File: config.mk
export PLATFORM = sky130hd
export DESIGN_NAME = change_dispenser
export DESIGN_NICKNAME = d
export VERILOG_FILES = /design/src/rtl/change_dispenser_pkg.sv /design/src/rtl/change_dispenser_coin_select.sv /design/src/rtl/change_dispenser.sv
export SDC_FILE = /design/constraint.sdc
export NUM_CORES = 1
export LEC_CHECK = 0
export BUFFER_PORTS_ARGS = -buffer_cell sky130_fd_sc_hd__clkbuf_2
export CAP_MARGIN = 20
export CORE_MARGIN = 4
export CORE_UTILIZATION = 35
export CTS_BUF_LIST = sky130_fd_sc_hd__clkbuf_8
export CTS_CLUSTER_DIAMETER = 60
export DETAILED_ROUTE_END_ITERATION = 8
export RECOVER_POWER = 25
export SLEW_MARGIN = 20
export SYNTH_ARGS = -nofsm -noshare
export SYNTH_HDL_FRONTEND = slang
export SYNTH_SLANG_ARGS = --single-unit
export TNS_END_PERCENT = 1
File: constraint.sdc
create_clock -name sys_clk -period 3.7 [get_ports sys_clk]
set_clock_uncertainty 0.15 [all_clocks]
set_input_delay 0.925 -clock sys_clk [delete_from_list [all_inputs] [get_ports sys_clk]]
set_output_delay 0.925 -clock sys_clk [all_outputs]
set_load 0.02 [all_outputs]
File: src/rtl/change_dispenser_pkg.sv
// change_dispenser_pkg
// Definitions shared by the change dispenser and its coin selector. The
// denomination values match the insertion-side money decode of the vending
// controller, so a coin ejected here is the same value as one accepted there.
// No ports (package).
package change_dispenser_pkg;

  // Coin denominations in money units.
  localparam logic [7:0] DENOM_FIFTY  = 8'd50;
  localparam logic [7:0] DENOM_TWENTY = 8'd20;
  localparam logic [7:0] DENOM_TEN    = 8'd10;
  localparam logic [7:0] DENOM_FIVE   = 8'd5;
  localparam logic [7:0] DENOM_ONE    = 8'd1;

  // Bit positions of each denomination in the one-hot coin vector.
  localparam int NUM_COINS   = 5;
  localparam int COIN_FIFTY  = 4;
  localparam int COIN_TWENTY = 3;
  localparam int COIN_TEN    = 2;
  localparam int COIN_FIVE   = 1;
  localparam int COIN_ONE    = 0;

  // Dispenser FSM encodings.
  typedef enum logic [1:0] {
    ST_IDLE  = 2'b00,
    ST_ISSUE = 2'b01,
    ST_GAP   = 2'b10,
    ST_DONE  = 2'b11
  } disp_state_t;

endpackage

File: src/rtl/change_dispenser_coin_select.sv
// change_dispenser_coin_select
// Combinational greedy selector: picks the largest denomination that does not
// exceed the remaining amount, checked 50, 20, 10, 5, 1.
// Ports:
//   remain      in  8  amount still to dispense
//   coin_onehot out 5  one-hot denomination (all zero when remain is 0)
//   coin_value  out 8  value of the selected denomination (0 when remain is 0)
module change_dispenser_coin_select
  import change_dispenser_pkg::*;
(
  input  logic [7:0]           remain,
  output logic [NUM_COINS-1:0] coin_onehot,
  output logic [7:0]           coin_value
);

  always_comb begin
    coin_onehot = '0;
    coin_value  = '0;
    if (remain >= DENOM_FIFTY) begin
      coin_onehot[COIN_FIFTY] = 1'b1;
      coin_value              = DENOM_FIFTY;
    end else if (remain >= DENOM_TWENTY) begin
      coin_onehot[COIN_TWENTY] = 1'b1;
      coin_value               = DENOM_TWENTY;
    end else if (remain >= DENOM_TEN) begin
      coin_onehot[COIN_TEN] = 1'b1;
      coin_value            = DENOM_TEN;
    end else if (remain >= DENOM_FIVE) begin
      coin_onehot[COIN_FIVE] = 1'b1;
      coin_value             = DENOM_FIVE;
    end else if (remain >= DENOM_ONE) begin
      coin_onehot[COIN_ONE] = 1'b1;
      coin_value            = DENOM_ONE;
    end
  end

endmodule

File: src/rtl/change_dispenser.sv
// change_dispenser
// Turns a change amount into a train of one-cycle coin-ejector pulses using
// greedy decomposition, with GAP_CYCLES idle cycles after each coin.
//
// state | meaning
// IDLE  | waiting for start
// ISSUE | selecting next coin; pulse appears the following cycle
// GAP   | spacing between coins, gap counter runs down to 1
// DONE  | one-cycle completion (done high), then back to IDLE
//
// Ports:
//   sys_clk, sys_rst_n   clock, async active-low reset
//   start, change_money  request and amount (latched in IDLE)
//   abort                stop dispensing (ISSUE/GAP only)
//   out_money_*          one-cycle coin pulses
//   remain_money         amount not yet dispensed
//   coin_count           coins issued since last accepted start
//   busy, done           activity flag, completion pulse
module change_dispenser #(
  parameter int GAP_CYCLES = 4
) (
  input  logic       sys_clk,
  input  logic       sys_rst_n,
  input  logic       start,
  input  logic [7:0] change_money,
  input  logic       abort,
  output logic       out_money_fifty,
  output logic       out_money_twenty,
  output logic       out_money_ten,
  output logic       out_money_five,
  output logic       out_money_one,
  output logic [7:0] remain_money,
  output logic [3:0] coin_count,
  output logic       busy,
  output logic       done
);

  import change_dispenser_pkg::*;

  localparam logic [3:0] GAP_LOAD = 4'(GAP_CYCLES);

  disp_state_t          state, state_nxt;
  logic [7:0]           remain_nxt;
  logic [3:0]           count_nxt;
  logic [3:0]           gap_cnt, gap_nxt;
  logic [NUM_COINS-1:0] coin_q, coin_nxt;
  logic                 busy_nxt, done_nxt;

  logic [NUM_COINS-1:0] sel_onehot;
  logic [7:0]           sel_value;

  change_dispenser_coin_select u_coin_select (
    .remain      (remain_money),
    .coin_onehot (sel_onehot),
    .coin_value  (sel_value)
  );

  always_ff @(posedge sys_clk or negedge sys_rst_n) begin
    if (!sys_rst_n) begin
      state        <= ST_IDLE;
      remain_money <= '0;
      coin_count   <= '0;
      gap_cnt      <= '0;
      coin_q       <= '0;
      busy         <= 1'b0;
      done         <= 1'b0;
    end else begin
      state        <= state_nxt;
      remain_money <= remain_nxt;
      coin_count   <= count_nxt;
      gap_cnt      <= gap_nxt;
      coin_q       <= coin_nxt;
      busy         <= busy_nxt;
      done         <= done_nxt;
    end
  end

  always_comb begin
    state_nxt  = state;
    remain_nxt = remain_money;
    count_nxt  = coin_count;
    gap_nxt    = gap_cnt;
    coin_nxt   = '0;
    done_nxt   = 1'b0;
    unique case (state)
      ST_IDLE: begin
        if (start) begin
          remain_nxt = change_money;
          count_nxt  = '0;
          if (change_money != 8'd0) begin
            state_nxt = ST_ISSUE;
          end else begin
            state_nxt = ST_DONE;
            done_nxt  = 1'b1;
          end
        end
      end
      ST_ISSUE: begin
        if (abort) begin
          state_nxt = ST_IDLE;
        end else begin
          coin_nxt   = sel_onehot;
          remain_nxt = remain_money - sel_value;
          count_nxt  = coin_count + 4'd1;
          // done is registered alongside the last coin so both land in the
          // same cycle.
          if (remain_nxt == 8'd0) begin
            state_nxt = ST_DONE;
            done_nxt  = 1'b1;
          end else begin
            state_nxt = ST_GAP;
            gap_nxt   = GAP_LOAD;
          end
        end
      end
      ST_GAP: begin
        if (abort) begin
          state_nxt = ST_IDLE;
        end else begin
          if (gap_cnt <= 4'd1) begin
            state_nxt = ST_ISSUE;
          end
          if (gap_cnt != 4'd0) begin
            gap_nxt = gap_cnt - 4'd1;
          end
        end
      end
      ST_DONE: begin
        state_nxt = ST_IDLE;
      end
      default: begin
        state_nxt = ST_IDLE;
      end
    endcase
    busy_nxt = (state_nxt != ST_IDLE);
  end

  assign out_money_fifty  = coin_q[COIN_FIFTY];
  assign out_money_twenty = coin_q[COIN_TWENTY];
  assign out_money_ten    = coin_q[COIN_TEN];
  assign out_money_five   = coin_q[COIN_FIVE];
  assign out_money_one    = coin_q[COIN_ONE];

endmodule

**Word level (Yosys, flattened, before mapping)**

Cells that the tools add are included.

- $add $sub $neg: 3
- $lt $le $gt $ge: 6
- Equal/unequal tests: 8
- Multiplexer cells: 39
- Reduce and logical (&&, ||, !) cells: 9

Operators by type and width:

| operator | count |
|---|---|
| two-way mux 8 bit | 6 |
| two-way mux 4 bit | 7 |
| case mux 4 bit (2 select lines) | 2 |
| case mux 8 bit (2 select lines) | 1 |
| two-way mux 1 bit | 12 |
| two-way mux 2 bit | 6 |
| two-way mux 5 bit | 2 |
| != test 2 bit (second input constant) | 5 |
| greater-or-equal comparator 8 x 1 -> 1 bit (second input constant) | 1 |
| greater-or-equal comparator 8 x 3 -> 1 bit (second input constant) | 1 |
| greater-or-equal comparator 8 x 4 -> 1 bit (second input constant) | 1 |
| greater-or-equal comparator 8 x 5 -> 1 bit (second input constant) | 1 |
| greater-or-equal comparator 8 x 6 -> 1 bit (second input constant) | 1 |
| logical NOT 8 bit | 1 |
| case mux 2 bit (4 select lines) | 1 |
| nonzero test 8 bit | 1 |
| subtractor 8 bit | 1 |
| nonzero test 2 bit | 3 |
| AND reduction 5 bit | 1 |
| adder 4 x 1 -> 4 bit (second input constant) | 1 |
| == test 2 bit (second input constant) | 2 |
| less-or-equal comparator 4 x 1 -> 1 bit (second input constant) | 1 |
| nonzero test 4 bit | 1 |
| subtractor 4 x 1 -> 4 bit (second input constant) | 1 |
| other kinds (5) | 5 |

- Flip-flop bits (word level): 25
- Output and inout port bits: 19

**Logic depth before layout (Yosys ltp)**

Gate-level depths: netlist (run 1).

- Depth in word-level cells: 12
- Depth in mapped cells: 13

**Hierarchy**

Synthesis (run 1) repeated with hierarchy kept, for this count alone.

- Cells, all modules: 196
- Area, all modules: 1,764.2 µm²

Modules (own cells, without submodules):

| module | instances | cells an instance | area an instance (µm²) |
|---|---|---|---|
| change_dispenser | 1 | 165 | 1,561.5 |
| change_dispenser_coin_select | 1 | 31 | 202.7 |

**Worst setup path after synthesis (run 1)**

No wires, ideal clock.

- Path type: register to register
- Start point: register remain_money[2]
- End point: register gap_cnt[3]
- Arrival: 2.970 ns
- Required time: 3.417 ns
- Slack: 0.447 ns
- Stages on the path, launching flop included: 14
- Path buffers: 1
- Clock period less this slack: 3.253 ns
- Path through: dfrtp_1 -> clkbuf_1 -> nor2_1 -> nor3_1 -> a21o_1 -> a221oi_1 -> nand2_1 -> ha_1 -> o21ai_1 -> a21oi_1 -> a2111oi_1 -> nor4_2 -> a31oi_2 -> a31oi_1

- Cells in the longest elaborated chain, start to end: 10
- Elaborated cells on any way between the ends: 14

RTL lines:

| element | line | source |
|---|---|---|
| from (decl) | change_dispenser.sv:32 | `output logic [7:0] remain_money,` |
| from (signal assigned) | change_dispenser.sv:69 | `remain_money <= remain_nxt;` |
| greater-or-equal comparator 8 x 1 -> 1 bit | change_dispenser_coin_select.sv:31 | `end else if (remain >= DENOM_ONE) begin` |
| two-way mux 1 bit | change_dispenser_coin_select.sv:31 |  |
| two-way mux 8 bit | change_dispenser_coin_select.sv:28 | `end else if (remain >= DENOM_FIVE) begin` |
| two-way mux 8 bit | change_dispenser_coin_select.sv:25 | `end else if (remain >= DENOM_TEN) begin` |
| two-way mux 8 bit | change_dispenser_coin_select.sv:22 | `end else if (remain >= DENOM_TWENTY) begin` |
| two-way mux 8 bit | change_dispenser_coin_select.sv:19 | `if (remain >= DENOM_FIFTY) begin` |
| subtractor 8 bit (*) | change_dispenser.sv:103 | `remain_nxt = remain_money - sel_value;` |
| logical NOT 8 bit (*) | change_dispenser.sv:107 | `if (remain_nxt == 8'd0) begin` |
| != test 2 bit (no line) (*) | n/a |  |
| AND reduction 5 bit (no line) (*) | n/a |  |
| to (signal assigned) | change_dispenser.sv:71 | `gap_cnt <= gap_nxt;` |
| to (decl) | change_dispenser.sv:45 | `logic [3:0] gap_cnt, gap_nxt;` |

Every way passes the cells marked *; elsewhere a longest branch is shown, timed or not.
A chain may end at the register's enable or synchronous reset.

**Worst setup path after layout (run 1)**

- Start point: register remain_money[2]
- End point: register gap_cnt[2]

Same word-level chain as after synthesis.

==> results of run 1 <==
power by group through the flow:
stage	Combinational [uW]	Sequential [uW]	Clock (uW)
6_report	1330	491	160
5_1_grt	1490	513	184
4_1_cts	1320	489	167
3_5_place_dp	1310	496	0
3_3_place_gp	1310	495	0
2_1_floorplan	925	520	0
per-layer routing:
layer  up-vias  share of wire, %  track usage, %
met1       718                47           20.48
met3         2               7.2           3.279
met5         -                 0               0
li1        773                 -               -
met2        50                45           22.21
met4         0              0.89           3.203
what timing repair did:
item                                    in CTS  in global routing
hold endpoints to repair                     0                  0
resized for setup                            0                  2
endpoints found under the setup margin       0                  6
buffers inserted                             0                  0
through the flow:
stage / hold slack [ns] / power [uW] / util, %
2_1_floorplan: 0.3001 / 1445 / -
3_3_place_gp: 0.3278 / 1805 / 42.31
3_5_place_dp: 0.3297 / 1805 / 42.31
4_1_cts: 0.3405 / 1973 / 43.34
5_1_grt: 0.3563 / 2185 / 43.62
6_report: 0.3433 / 1985 / 43.62
sequential cells by signal (all words and copies together) (netlist names):
register      flops
coin_q            5
coin_count        4
gap_cnt           4
remain_money      8
state             2
done              1
busy              1
layout by cell type, fill, tap and decap left out, types with 4 or more instances in the layout:
cell       n
o21a_1     4
a21oi_1    7
nor2_1    23
buf_4      5
a31oi_1    4
mux2i_1    5
nand2b_1   6
dfrtp_1   25
o31ai_1    5
nor3_1     7
nor4_1     5
nor2b_1    4
o21ai_0   10
clkbuf_2  29
inv_1      7
nand2_1   18
a211oi_1   4
nor3b_1    4
ha_1       9
critical path: cells and delay by family (launching register included):
family / cells / cell delay [ns]
simple gates: 4 / 0.78
flops: 1 / 0.52
buf+inv: 1 / 0.10
fa+ha+maj: 1 / 0.44
xor+xnor: 1 / 0.19
compound gates: 5 / 1.02
final cells by class:
cell class | count | area [sq um]
Clock buffer | 3 | 41.29
Clock inverter | 1 | 5.005
Inverter | 7 | 26.28
Tap cell | 52 | 65.06
Multi-Input combinational cell | 152 | 1002
Fill cell | 453 | 2522
Sequential cell | 25 | 625.6
Timing Repair Buffer | 35 | 186.4
worst paths after layout:
kind / startpoint / end / slack, ns / cells after the start
min reg2reg: gap_cnt[3]$_DFFE_PN0P_ / gap_cnt[3]$_DFFE_PN0P_ / 0.34 / 1
max reg2reg: remain_money[2]$_DFFE_PN0P_ / gap_cnt[2]$_DFFE_PN0P_ / 0.40 / 12
min: gap_cnt[3]$_DFFE_PN0P_ / gap_cnt[3]$_DFFE_PN0P_ / 0.34 / 1
max in group asynchronous: sys_rst_n / coin_q[1]$_DFF_PN0_ / 1.84 / 1
min in group asynchronous: sys_rst_n / state[1]$_DFF_PN0_ / 0.78 / 1
max: remain_money[2]$_DFFE_PN0P_ / gap_cnt[2]$_DFFE_PN0P_ / 0.40 / 12
cells by family after synthesis:
kind of cell / Yosys count / synth area share (%)
and+or+nand+nor: 79 / 23.52
AOI/OAI and AO/OA: 54 / 22.62
DFF: 25 / 37.45
buffers and inverters: 14 / 3.371
adders and majority gates: 10 / 7.940
muxes: 5 / 2.996
xor gates and xnor gates: 4 / 2.098
==> impl_metrics.yaml, run 1 <==
place:
  dpl_cell_area_sq_um: 1893
  dp_cells: 271
  hpwl_um: 3226
  place_ws_ns: 0.1664
  portBuffers: 30
  gp_congestion: 0.8288
timing:
  fmax_ghz: 0.3027
  period_minus_slack_ns: 3.304
  rsz0062_at_grt: "false"
  fin_ws_ns: 0.3962
  setup_tns_ns: 0
  fin_crit_sh_pct: 89.29
  hold_violations: 0
  setup_violations: 0
  slew_headroom_pct: 11.60
  drv_slew: 0
  worstMarginPinSlew_ns: 1.326
synth:
  syn_nets: 213
  ys_warn_count: 0
  yosys.cell_types.count: 46
  ys_ff_latch: 25
  syn_inst: 191
  synth_common_cells: "dfrtp_1, nor2_1, nand2_1, o21ai_0, ha_1"
  syn_area_sq_um: 1670
  synth_top_area_cell: "dfrtp_1"
  synth_area_per_cell_sq_um: 8.745
  synth_ff_type: "dfrtp_1"
  yosysSeqAreaShare_pct: 37.45
  synthTopCellsByArea: "dfrtp_1, ha_1, nor2_1"
  synth_most_common_cell: "dfrtp_1"
  synth-edff-count: 0
  synth_top_area_share_pct: 37.45
  async_flop_share_pct: 100.0
layout:
  drive_above_1_share_pct: 21.08
  instances_no_fill: 275
  area_growth_pct: 16.85
  finalInstanceArea_sq_um: 1952
  nets: 246
  num_antenna_cells: 0
setup_path:
  worst_setup_path_end_kind: "register"
  cp_max_fo: 12
  required_ns: 3.71
  crit_path_start_kind: "register"
  max_stage_delay_ns: 0.52
  critPathKind: "reg2reg"
  crit_slowest_cell: "dfrtp_1"
  crit_chain: "nor2_1 -> nor3_1 -> a21o_1 -> a221oi_2 -> inv_1 -> fa_1 -> nor2b_1 -> o22ai_1 -> xnor2_1 -> nor4_2 -> a31oi_2 -> a22o_1"
  cp.arrival_ns: 3.32
grt:
  grt_usage_pct: 14.40
  grt_overflow: 0
  grt_first_pass_wirelength_um: 6969
  antenna_found_initial: 0
  grt_start_max_net_pins: 26
  grt_pass1_vias: 1457
drt:
  ant_nets: 0
  wire_per_inst_um: 14.69
  vias_per_cell: 5.611
  wirelength_um: 4039
  route.detailed.drc: 0
  drt-initial-drc-count: 122
  first_pass_iters: 4
  vias: 1543
power:
  combPwrFrac_pct: 67.2
  p_leak_uw: 0.0008899
  internal-power_uw: 993.1
  powerDensity_nw_per_um2: 1017
  sequentialPowerShare_pct: 24.7
  switching_power_uw: 991.7
  clockPowerShare_pct: 8.1
  swShare_pct: 49.96
  ir_drop_mv: 0.4130
die:
  io_pins: 31
  die_x_um: 77.08
  start_util_pct: 37.33
  dieArea_sq_um: 5941
  die_h_um: 77.08
  coreArea_sq_um: 4474
  rows: 24
cts:
  clock_sinks: 25
  cts_tree: "yes"
  path_clk_slew_ns: 0.09
  numCtsBuffers: 3
  clk_path_buf_depth: 2
  worstSkewPairLatency_ns: 0.27
  clockRootBuffer: "clkbuf_8"
  postCtsHoldBufs: 0
  h-tree-depth: 1
status:
  outcome: "finished clean"
worst_hold_path:
  hold_path.class: "reg2reg"
job:
  cap_violations: 0
Note: power is estimated with default switching activity, not from simulation.
==> inputs of run 2 (changes only) <==
REMOVE_ABC_BUFFERS = 1   (was unset)
==> impl_metrics.yaml, run 2 (synthesis results as in run 1) <==
layout:
  nFillCells: 456
  instances_no_fill: 273
  reg.largest.list: "remain_money (8), coin_q (5)"
  layout_commonest_cell: "clkbuf_2"
  regMostFlops: "remain_money"
  final_cell_mix: "clkbuf_2, dfrtp_1, nor2_1, nand2_1, o21ai_0"
  area_growth_pct: 16.40
  num_antenna_cells: 0
  largest_reg_flops: 8
  drive_above_1_share_pct: 20.81
  nets: 244
setup_path:
  crit_slowest_cell: "dfrtp_1"
  cp.arrival_ns: 3.29
  max_stage_delay_ns: 0.52
  r2r_start: "remain_money[2]$_DFFE_PN0P_"
  r2r_setup_slack_ns: 0.41
  required_ns: 3.71
  critPathKind: "reg2reg"
  crit_path_start: "remain_money[2]$_DFFE_PN0P_"
  worst_setup_path_end_kind: "register"
  crit_path_start_kind: "register"
  reg2reg_to: "gap_cnt[2]$_DFFE_PN0P_"
  crit_chain: "nor2_1 -> nor3_1 -> a21o_1 -> a221oi_2 -> inv_1 -> fa_1 -> nor2b_1 -> o22ai_1 -> xnor2_1 -> nor4_2 -> a31oi_2 -> a22o_1"
  cp_max_fo: 12
  ff2ff_path_depth: 12
  endpoint: "gap_cnt[2]$_DFFE_PN0P_"
drt:
  vias_per_cell: 5.546
  wirelength_um: 3905
  first_pass_iters: 4
  route.detailed.drc: 0
  vias: 1514
  wire_per_inst_um: 14.30
  ant_nets: 0
  drt-initial-drc-count: 79
grt:
  grt_overflow: 0
  grt_usage_pct: 13.85
  antenna_found_initial: 0
  grt_first_pass_wirelength_um: 6775
  grt_pass1_vias: 1442
  grt_start_max_net_pins: 26
timing:
  slew_headroom_pct: 11.11
  period_minus_slack_ns: 3.286
  fin_crit_sh_pct: 88.80
  setup_tns_ns: 0
  hold_violations: 0
  whs_ns: 0.3409
  drv_slew: 0
  rsz0062_at_grt: "false"
  worstMarginPinSlew_ns: 1.333
  fmax_ghz: 0.3043
  setup_violations: 0
die:
  die_x_um: 77.08
  start_util_pct: 37.33
  rows: 24
  io_pins: 31
  dieArea_sq_um: 5941
  coreArea_sq_um: 4474
  die_h_um: 77.08
power:
  p_leak_uw: 0.0008841
  ir_drop_mv: 0.4785
  power_uw: 1987
  powerDensity_nw_per_um2: 1022
place:
  gp_congestion: 0.8492
  portBuffers: 30
  hpwl_um: 3086
  dp_cells: 269
status:
  outcome: "finished clean"
cts:
  h-tree-depth: 1
  clockRootBuffer: "clkbuf_8"
  clock_sinks: 25
  cts_tree: "yes"
  post_cts_buffers: 0
  numCtsBuffers: 3
  clk_path_buf_depth: 2
  path_clk_slew_ns: 0.09
  worstSkewPairLatency_ns: 0.27
worst_hold_path:
  hp-start: "gap_cnt[3]$_DFFE_PN0P_"
  hold_path.class: "reg2reg"
job:
  cap_violations: 0
run 2: power by group:
part	leakage (uW)	internal, uW	switching (uW)
sequential	0.000321	355	136
clock	0.0000255	75.3	84.7
combinational	0.000538	559	776
total	0.000884	990	997
run 2: how the worst min path moves through the flow:
stage,to,slack (ns),cells after the start
finish,gap_cnt[3]$_DFFE_PN0P_,0.34,1
global placement,gap_cnt[3]$_DFFE_PN0P_,0.33,1
detailed placement,gap_cnt[3]$_DFFE_PN0P_,0.33,1
floorplan,gap_cnt[3]$_DFFE_PN0P_,0.30,1
CTS,gap_cnt[3]$_DFFE_PN0P_,0.34,1
global route,gap_cnt[3]$_DFFE_PN0P_,0.37,1
run 2: cell type report:
class                      instances  area, sq um  area share (%)
clock buffer                       3        41.29           2.124
inverter                           7        26.28           1.351
multi-input combinational        152         1010           51.93
clock inverter                     1        5.005          0.2574
sequential                        25        625.6           32.18
tap                               52        65.06           3.346
timing repair buffer              33        171.4           8.816
run 2: timing repair:
item	CTS	global route
resized for setup	0	3
setup endpoints to repair	0	7
hold buffers	0	0
run 2: routing by layer:
layer	GRT usage [%]	vias to the layer above	share of wire, %
li1	-	766	-
met1	19.80	707	51
met2	21.78	37	43
met3	3.044	4	4.1
met4	2.135	0	1.1
met5	0	-	0
run 2: worst max-delay path: cells and delay by family, from the launching register on:
family | cells | cell delay [ns]
AND/OR/NAND/NOR | 4 | 0.76
AO/OA/AOI/OAI | 5 | 1.05
buffers and inverters | 1 | 0.10
adder cells (fa/ha/maj) | 1 | 0.44
XOR/XNOR | 1 | 0.17
flip-flops | 1 | 0.52
run 2: per-stage QoR:
| step | setup slack [ns] | instance area (sq um) | utilization (%) |
|---|---|---|---|
| CTS | 0.1799 | 1924 | 43.01 |
| finish | 0.4143 | 1944 | 43.46 |
| global placement | 0.2701 | 1878 | 41.97 |
| floorplan | 0.5488 | 1640 | - |
| global route | 0.02171 | 1944 | 43.46 |
| detailed placement | 0.1975 | 1878 | 41.97 |
